`config.mk`:
```
export PLATFORM = sky130hd
export DESIGN_NAME = scalar_writeback_flat
export DESIGN_NICKNAME = d
export VERILOG_FILES = /design/src/rtl/scalar_writeback_if.sv /design/src/rtl/scalar_writeback.sv /design/src/flat_wrapper.sv
export SDC_FILE = /design/constraint.sdc
export NUM_CORES = 1
export LEC_CHECK = 0
export ABC_CLOCK_PERIOD_IN_PS = 4100
export CORE_ASPECT_RATIO = 1.2
export CORE_MARGIN = 2
export CORE_UTILIZATION = 47
export CTS_CLUSTER_DIAMETER = 120
export DETAILED_ROUTE_END_ITERATION = 6
export GPL_ROUTABILITY_DRIVEN = 0
export PLACE_DENSITY = 0.72
export SLEW_MARGIN = 0
export SYNTH_ARGS = -nofsm -noshare
export SYNTH_HDL_FRONTEND = slang
export SYNTH_SLANG_ARGS = --single-unit
```
`constraint.sdc`:
```
create_clock -name clk -period 4.1 [get_ports clk]
set_input_delay 1.025 -clock clk [delete_from_list [all_inputs] [get_ports clk]]
set_output_delay 1.025 -clock clk [all_outputs]
set_load 0.005 [all_outputs]
```
`src/rtl/scalar_writeback_if.sv`:
```
// Load-result stream into the scalar writeback block: valid/ready handshake
// carrying the destination register and the loaded data.
interface scalar_writeback_if #(
    parameter int DW = 32
);
    logic          mem_valid;
    logic          mem_ready;
    logic [4:0]    mem_rd;
    logic [DW-1:0] mem_data;

    modport master (
        output mem_valid,
        output mem_rd,
        output mem_data,
        input  mem_ready
    );

    modport slave (
        input  mem_valid,
        input  mem_rd,
        input  mem_data,
        output mem_ready
    );
endinterface

```
`src/rtl/scalar_writeback.sv`:
```
// Scalar register-file writer: ALU results win the single write port, load results
// queue in a FIFO, and a pending-load scoreboard drives the decode stall.
// Optional macro WB_BYPASS_EN adds same-cycle forwarding outputs for decode.
module scalar_writeback #(
    parameter int DEPTH    = 4,
    parameter int NUM_REGS = 15,
    parameter int DW       = 32
) (
    input  logic                       clk,
    input  logic                       rst,
    input  logic                       alu_valid,
    input  logic [4:0]                 alu_rd,
    input  logic [DW-1:0]              alu_data,
    scalar_writeback_if.slave          mem,
    input  logic                       issue_valid,
    input  logic [4:0]                 issue_rd,
    input  logic [4:0]                 Rs1,
    input  logic [4:0]                 Rs2,
    input  logic                       rs1_used,
    input  logic                       rs2_used,
    output logic                       stall,
    output logic                       WriteEn,
    output logic [4:0]                 rd,
    output logic [DW-1:0]              InputData,
    output logic [$clog2(DEPTH+1)-1:0] q_count,
    output logic                       waw_err
`ifdef WB_BYPASS_EN
    ,
    output logic                       fwd1_hit,
    output logic                       fwd2_hit,
    output logic [DW-1:0]              fwd1_data,
    output logic [DW-1:0]              fwd2_data
`endif
);

    localparam int AW = $clog2(DEPTH);
    localparam int CW = $clog2(DEPTH + 1);
    localparam logic [5:0] NREGS6 = 6'(NUM_REGS);

    logic [4:0]          fifo_rd   [DEPTH];
    logic [DW-1:0]       fifo_data [DEPTH];
    logic [AW-1:0]       wr_ptr;
    logic [AW-1:0]       rd_ptr;
    logic [CW-1:0]       count;
    logic                full;
    logic                empty;
    logic                push;
    logic                pop;
    logic [4:0]          head_rd;
    logic [DW-1:0]       head_data;
    logic [NUM_REGS-1:0] pending;
    logic [NUM_REGS-1:0] pending_next;
    logic                alu_hits_pending;

    function automatic logic in_range(input logic [4:0] r);
        return {1'b0, r} < NREGS6;
    endfunction

    assign full          = (count == CW'(DEPTH));
    assign empty         = (count == '0);
    assign mem.mem_ready = !full && !rst;
    assign push          = mem.mem_valid && mem.mem_ready;
    // ALU traffic owns the write port, so the queue only drains on ALU-idle cycles.
    assign pop           = !alu_valid && !empty;
    assign head_rd       = fifo_rd[rd_ptr];
    assign head_data     = fifo_data[rd_ptr];
    assign q_count       = count;

    always_ff @(posedge clk) begin
        if (push) begin
            fifo_rd[wr_ptr]   <= mem.mem_rd;
            fifo_data[wr_ptr] <= mem.mem_data;
        end
    end

    always_ff @(posedge clk) begin
        if (rst) begin
            wr_ptr <= '0;
            rd_ptr <= '0;
            count  <= '0;
        end else begin
            if (push)
                wr_ptr <= wr_ptr + 1'b1;
            if (pop)
                rd_ptr <= rd_ptr + 1'b1;
            case ({push, pop})
                2'b10:   count <= count + 1'b1;
                2'b01:   count <= count - 1'b1;
                default: count <= count;
            endcase
        end
    end

    // Clear for the popped load is applied before the issue set, so a same-cycle set wins.
    always_comb begin
        stall            = 1'b0;
        alu_hits_pending = 1'b0;
        pending_next     = pending;
        for (int i = 0; i < NUM_REGS; i++) begin
            if (rs1_used && Rs1 == 5'(i) && pending[i])
                stall = 1'b1;
            if (rs2_used && Rs2 == 5'(i) && pending[i])
                stall = 1'b1;
            if (alu_valid && alu_rd == 5'(i) && pending[i])
                alu_hits_pending = 1'b1;
            if (pop && head_rd == 5'(i))
                pending_next[i] = 1'b0;
            if (issue_valid && issue_rd == 5'(i))
                pending_next[i] = 1'b1;
        end
    end

    always_ff @(posedge clk) begin
        if (rst) begin
            WriteEn   <= 1'b0;
            rd        <= '0;
            InputData <= '0;
            waw_err   <= 1'b0;
            pending   <= '0;
        end else begin
            waw_err <= alu_hits_pending;
            pending <= pending_next;
            if (alu_valid) begin
                WriteEn   <= in_range(alu_rd);
                rd        <= alu_rd;
                InputData <= alu_data;
            end else if (pop) begin
                WriteEn   <= in_range(head_rd);
                rd        <= head_rd;
                InputData <= head_data;
            end else begin
                WriteEn   <= 1'b0;
            end
        end
    end

`ifdef WB_BYPASS_EN
    assign fwd1_hit  = WriteEn && (rd == Rs1);
    assign fwd2_hit  = WriteEn && (rd == Rs2);
    assign fwd1_data = InputData;
    assign fwd2_data = InputData;
`endif

endmodule

```
`src/flat_wrapper.sv`:
```
// flat-port wrapper written by rule: the top's interface ports become plain ports
module scalar_writeback_flat 
#(
    parameter int DEPTH    = 4,
    parameter int NUM_REGS = 15,
    parameter int DW       = 32
)
  (clk, rst, alu_valid, alu_rd, alu_data, issue_valid, issue_rd, Rs1, Rs2, rs1_used, rs2_used, stall, WriteEn, rd, InputData, q_count, waw_err, mem_mem_valid, mem_mem_rd, mem_mem_data, mem_mem_ready);
  scalar_writeback_if #(.DW(DW)) mem_i ();
  input  logic clk;
  input  logic rst;
  input  logic alu_valid;
  input  logic [4:0] alu_rd;
  input  logic [DW-1:0] alu_data;
  input  logic issue_valid;
  input  logic [4:0] issue_rd;
  input  logic [4:0] Rs1;
  input  logic [4:0] Rs2;
  input  logic rs1_used;
  input  logic rs2_used;
  output logic stall;
  output logic WriteEn;
  output logic [4:0] rd;
  output logic [DW-1:0] InputData;
  output logic [$clog2(DEPTH+1)-1:0] q_count;
  output logic waw_err;
  input wire logic [$bits(mem_i.mem_valid)-1:0] mem_mem_valid;
  input wire logic [$bits(mem_i.mem_rd)-1:0] mem_mem_rd;
  input wire logic [$bits(mem_i.mem_data)-1:0] mem_mem_data;
  output wire logic [$bits(mem_i.mem_ready)-1:0] mem_mem_ready;
  assign mem_i.mem_valid = mem_mem_valid;
  assign mem_i.mem_rd = mem_mem_rd;
  assign mem_i.mem_data = mem_mem_data;
  assign mem_mem_ready = mem_i.mem_ready;
  scalar_writeback #(.DEPTH(DEPTH), .NUM_REGS(NUM_REGS), .DW(DW)) u_core (.clk(clk), .rst(rst), .alu_valid(alu_valid), .alu_rd(alu_rd), .alu_data(alu_data), .mem(mem_i), .issue_valid(issue_valid), .issue_rd(issue_rd), .Rs1(Rs1), .Rs2(Rs2), .rs1_used(rs1_used), .rs2_used(rs2_used), .stall(stall), .WriteEn(WriteEn), .rd(rd), .InputData(InputData), .q_count(q_count), .waw_err(waw_err));
endmodule
```
# After elaboration in Yosys (flattened, before gate mapping)
# Memories as Yosys holds them, arrays and structs flattened. A register that Yosys moved wholly into a read port is not among the register bits.
# Cells that the tools add are included.
# W data, S select, Z words.
# totals
register_bits,61
mem_bits_rw,148
inputBits,96
out_inout_bits,44
wordCells,341
n_memories,2
# op_classes
add_sub_neg,4
magnitude_cmp,2
n_eq_ne,73
mux,88
reduce_logical,150
# memory_table
name,words,width,read_ports,rd_ports_with_merged_regs,wr,line,rtl
u_core.fifo_data,4,32,1,1,1,scalar_writeback.sv:41,logic [DW-1:0] fifo_data [DEPTH];
u_core.fifo_rd,4,5,1,1,1,scalar_writeback.sv:40,logic [4:0] fifo_rd [DEPTH];
# op_table
op,count
$eq A5 B4 Y1 const B,35
$logic_and A1 B1 Y1,123
$eq A5 B3 Y1 const B,20
$mux W1,79
$mux W32,2
$eq A5 B2 Y1 const B,10
$reduce_bool A2 Y1,17
$eq A5 B1 Y1 const B,5
$logic_not A5 Y1,5
$lt A5 B4 Y1 const B,2
$mux W5,2
$mux W2,4
$pmux W3 S2,1
$add A2 B1 Y2 const B,2
$logic_not A1 Y1,4
$add A3 B1 Y3 const B,1
$eq A3 B3 Y1 const B,1
$logic_not A3 Y1,1
$sub A3 B1 Y3 const B,1
$eq A2 B1 Y1 const B,1
$eq A2 B2 Y1 const B,1

# Longest topological paths before layout
# logic_depth
ltp_word,33
mapped_depth,10
mapped_depth_nobuf,10

# Worst setup path before layout
# OpenSTA, ideal clock, no wires.
# synth_path
path_type,in2out
from,in Rs1[3]
to,out stall
t_arrival_ps,2153
required_time_ps,3075
setup_slack_ps,922
stages,6
n_path_buf,1
path_cell_list,clkbuf_1 -> nor2b_1 -> a32o_1 -> a221o_1 -> a31oi_1 -> nand3b_1
# synth_via
elab_chain_len,33
elab_cells_between_ends,75
cone_classes,eq/ne: 14; mux: 30; reduce/logical: 31
# synth_rtl
item,line,rtl
"start, declared",flat_wrapper.sv:17,input logic [4:0] Rs1;
$logic_not A5 Y1,scalar_writeback.sv:100,if (rs1_used && Rs1 == 5'(i) && pending[i])
$logic_and A1 B1 Y1 (2 in a row),scalar_writeback.sv:100,
$mux W1,scalar_writeback.sv:100,
$mux W1,scalar_writeback.sv:102,if (rs2_used && Rs2 == 5'(i) && pending[i])
$mux W1,scalar_writeback.sv:100,
$mux W1,scalar_writeback.sv:102,
$mux W1,scalar_writeback.sv:100,
$mux W1,scalar_writeback.sv:102,
(+16 left out),--,
$mux W1,scalar_writeback.sv:100,
$mux W1,scalar_writeback.sv:102,
$mux W1,scalar_writeback.sv:100,
$mux W1,scalar_writeback.sv:102,
$mux W1,scalar_writeback.sv:100,
$mux W1,scalar_writeback.sv:102,
$mux W1 (*),scalar_writeback.sv:100,
$mux W1 (*),scalar_writeback.sv:102,
"end, declared",flat_wrapper.sv:21,output logic stall;
# Mark *: on every way between the ends. The rest lies on a longest branch, timed or not.

# Worst setup path after layout
# layout_path
from,in rs1_used
to,out stall
# layout_via
elab_chain_len,32
elab_cells_between_ends,60
cone_classes,mux: 30; reduce/logical: 30
# layout_rtl
item,line,rtl
"start, declared",flat_wrapper.sv:19,input logic rs1_used;
$logic_and A1 B1 Y1 (2 in a row),scalar_writeback.sv:100,
$mux W1,scalar_writeback.sv:100,
$mux W1,scalar_writeback.sv:102,
$mux W1,scalar_writeback.sv:100,
$mux W1,scalar_writeback.sv:102,
$mux W1,scalar_writeback.sv:100,
$mux W1,scalar_writeback.sv:102,
$mux W1,scalar_writeback.sv:100,
(+15 left out),--,
$mux W1,scalar_writeback.sv:100,
$mux W1,scalar_writeback.sv:102,
$mux W1,scalar_writeback.sv:100,
$mux W1,scalar_writeback.sv:102,
$mux W1,scalar_writeback.sv:100,
$mux W1,scalar_writeback.sv:102,
$mux W1 (*),scalar_writeback.sv:100,
$mux W1 (*),scalar_writeback.sv:102,
# Marked as above.

==> flow_metrics.py <==
metrics = {
    "run_status": {
        "status": "finished clean",
    },
    "floorplan": {
        "fp.coreArea_um2": 18110,
        "die_area_um2": 19460,
        "floorplan.io_pins": 140,
        "initial_utilization_pct": 47.64,
        "num_rows": 54,
        "die_w_um": 127.7,
        "die_y_um": 152.4,
    },
    "worst_setup_path": {
        "cp_top_family": "compound AO/OA/AOI/OAI gates",
        "slowest_stage": "clkdlybuf4s50_1",
        "startpoint": "rs1_used",
        "cp_num_buf_inv": 2,
        "arrival_ps": 2650,
        "r2r_slack_ps": 1720,
        "r2r_end": "u_core.q_count[2]",
        "r2r-start": "u_core.q_count[0]",
        "crit_path_start_kind": "input port",
        "ff2ff_path_depth": 10,
        "crit_chain": "clkdlybuf4s50_1, nor3b_1, a32o_1, a221o_1, a31oi_1, nand3b_1, dlymetal6s2s_1",
        "crit_path_end_kind": "output port",
        "cp.required_ps": 3070,
        "path_class": "input port to output port",
        "crit_fanout": 3,
        "max_stage_delay_ps": 450,
    },
    "min_path": {
        "hp-start": "u_core.pending[3]",
        "min_to": "u_core.pending[3]",
        "hold_class": "flop to flop",
        "holdPathStages": 2,
    },
    "finish": {
        "layout-drive-gt1-share_pct": 12.47,
        "fin_cells": 978,
        "design_area_um2": 10900,
        "antenna_cells": 0,
        "area_delta_synth_final_pct": 26.29,
        "nNetsFinal": 842,
        "n_fill_cell": 1412,
    },
    "synthesis": {
        "ys_ff_latch": 211,
        "yosys_warnings": 0,
        "yosys.area.top_type_share_pct": 51.52,
        "synth-async-reset-ratio_pct": 0,
        "yosysSeqAreaShare_pct": 66.13,
        "synth.distinct_cells": 49,
        "synth_cells": 597,
        "synth_edf_count": 148,
        "syn-cell-area_um2": 8627,
        "synthTopCellsByArea": "edfxtp_1 (52%), dfxtp_1 (15%), mux4_2 (10%)",
        "synth_area_leader_cell": "edfxtp_1",
        "syn_avg_cell_area_um2": 14.45,
        "synthesis.nets": 699,
        "synth-main-ff-cell": "edfxtp_1",
    },
    "power_and_ir_drop": {
        "combPwrFrac_pct": 25.6,
        "irDropWorstVdd_mv": 0.3545,
        "pwr-share-clk_pct": 29.8,
        "power.share.sequential_pct": 44.6,
        "power_density_nw_per_um2": 529.0,
        "internal_power_mw": 4.233,
        "power.switching_mw": 1.531,
        "p_leak_nw": 3.804,
        "sw_frac_of_total_pct": 26.56,
    },
    "cts": {
        "cts.sinks": 211,
        "cts-root-buf": "clkbuf_16",
        "clockBufferDepth": 3,
        "cts-buffers-inserted": 20,
        "cts_max_level": 1,
        "cts_hold_buf": 0,
        "cts_tree": "built",
        "clk_latency_ps": 480,
        "clk_pin_slew_ps": 60,
    },
    "grt": {
        "antenna_found_initial": 0,
        "grt_max_degree": 76,
        "grt_pass1_wl_um": 28990,
        "grt_usage_pct": 18.88,
        "grt-ovfl-total": 0,
        "grt_pass1_vias": 5556,
    },
    "drt": {
        "drtAntennaViolNets": 0,
        "vias_per_cell": 5.559,
        "initialDrtViolationCount": 460,
        "dr.pass1.iters": 6,
        "wl_per_cell_um": 18.81,
        "drc": 0,
        "via_count": 5437,
        "drt-total-wl_um": 18400,
    },
    "run": {
        "maxCapViolations": 0,
    },
    "sta": {
        "relSlewSlack_pct": 46.92,
        "fin_crit_sh_pct": 89.63,
        "fin_worst_skew_ps": 6.729,
        "hold_viol": 0,
        "grt_setup_unrepaired": "false",
        "final-max-slew-violation-count": 0,
        "tns_ps": 0,
        "period_needed_ps": 3675,
        "worst_slew_pin_slew_ps": 785.1,
        "max_freq_ghz": 0.2721,
        "final-setup-viol-count": 0,
    },
    "placement": {
        "place_inst": 942,
        "dp_hpwl_um": 12400,
        "io_buffers": 139,
        "dpl-instance-area_um2": 10270,
    },
}
[kinds of logic (layout without fill, tap and decap cells)]
family | after synthesis | count (layout) | share of synthesized area (%)
compound gates | 96 | 96 | 6.106
flops | 211 | 211 | 66.13
buf+inv | 43 | 200 | 2.132
xor+xnor | 5 | 5 | 0.5077
simple gates | 151 | 151 | 8.499
mux | 85 | 85 | 15.66
fa+ha+maj | 6 | 6 | 0.9572
[flip-flops by register name, indices dropped and copies added, names as in the netlist, named ones only]
name / count
u_core.rd: 5
u_core.fifo_rd: 20
u_core.InputData: 32
u_core.fifo_data: 128
u_core.WriteEn: 1
u_core.q_count: 3
u_core.pending: 15
u_core.rd_ptr: 2
u_core.waw_err: 1
u_core.wr_ptr: 2
[power by group through the flow]
stage	clock network, mW	registers [mW]	logic, mW
floorplan	0	2.55	1.08
global placement	0	2.62	1.46
detailed placement	0	2.62	1.49
CTS	1.76	2.58	1.50
global route	1.84	2.59	1.62
finish	1.72	2.57	1.48
[placed cells by master (no fill, tap or decap), types with 4 or more instances in the layout]
| cell | Yosys | routed |
|---|---|---|
| dfxtp_1 | 63 | 61 |
| nand2b_1 | 4 | 4 |
| ha_1 | 5 | 5 |
| nand3b_1 | 7 | 7 |
| o21ai_1 | 4 | 4 |
| and3_2 | 0 | 4 |
| clkbuf_16 | 0 | 21 |
| nand2_1 | 20 | 20 |
| mux2i_1 | 45 | 45 |
| o21ai_0 | 22 | 22 |
| buf_4 | 2 | 16 |
| clkdlybuf4s50_1 | 0 | 136 |
| edfxtp_1 | 148 | 148 |
| a21oi_1 | 55 | 55 |
| mux4_2 | 40 | 40 |
| clkbuf_1 | 22 | 10 |
| nor2_1 | 83 | 83 |
| nand3_1 | 6 | 6 |
| nor2b_1 | 5 | 5 |
| inv_1 | 9 | 9 |
[layer usage]
metal  share of wire, %  GRT usage, %  vias to the layer above
met4                2.9         6.279                        0
met5                  0             0                        -
met1                 39         22.51                     2655
met3                6.1         3.441                       41
li1                   -             -                     2552
met2                 52         34.22                      189
[repair_timing]
action / CTS / global route
buffers inserted: 0 / 0
gates resized for setup: 0 / 2
setup endpoints to repair: 0 / 1
[final cells by class]
type                       instances  area, um^2  share of cell area (%)
multi-input combinational        343        2756                   25.30
tap                              224       280.3                   2.572
inverter                           9       33.78                  0.3101
sequential                       211        5708                   52.39
clock buffer                      34       604.3                   5.547
clock inverter                     2       8.758                 0.08039
timing repair buffer             155        1504                   13.80
[worst max path at each step]
stage,end,slack [ps],cells past startpoint
after detailed placement,stall,40,7
after floorplan,stall,920,6
after CTS,stall,40,7
after global routing,stall,340,7
after global placement,stall,60,7
final,stall,430,7
[stage by stage]
step                utilization (%)  hold slack (ps)  total power, mW  setup WS (ps)
finish                        60.17            541.6            5.764          425.2
global route                  60.17            552.8            6.046          338.6
CTS                           60.12            538.7            5.836          35.88
detailed placement            56.73            517.4            4.118          37.48
global placement              56.73            506.9            4.071          59.29
floorplan                         -            463.6            3.631          921.6
[worst register-to-register path: stages, from the launching register on]
cell and delay, ps:
dfxtp_1 450, inv_1 120, a31oi_1 440, and2_1 290
inv_1 70, ha_1 200, inv_1 70, fa_1 170
xor2_1 70, or3_1 300, a21oi_1 130
[Yosys cell counts (3+ instances only)]
library cell and n:
edfxtp_1 148, nor2_1 83, dfxtp_1 63, a21oi_1 55, mux2i_1 45, mux4_2 40
clkbuf_1 22, o21ai_0 22, nand2_1 20, inv_1 9, nand3b_1 7, buf_2 6
nand3_1 6, and3_1 5, ha_1 5, nor2b_1 5, nand2b_1 4, o21ai_1 4
a31oi_1 3, buf_1 3, nor3b_1 3, nor4bb_1 3, xor2_1 3
(Power assumes the default switching activity.)
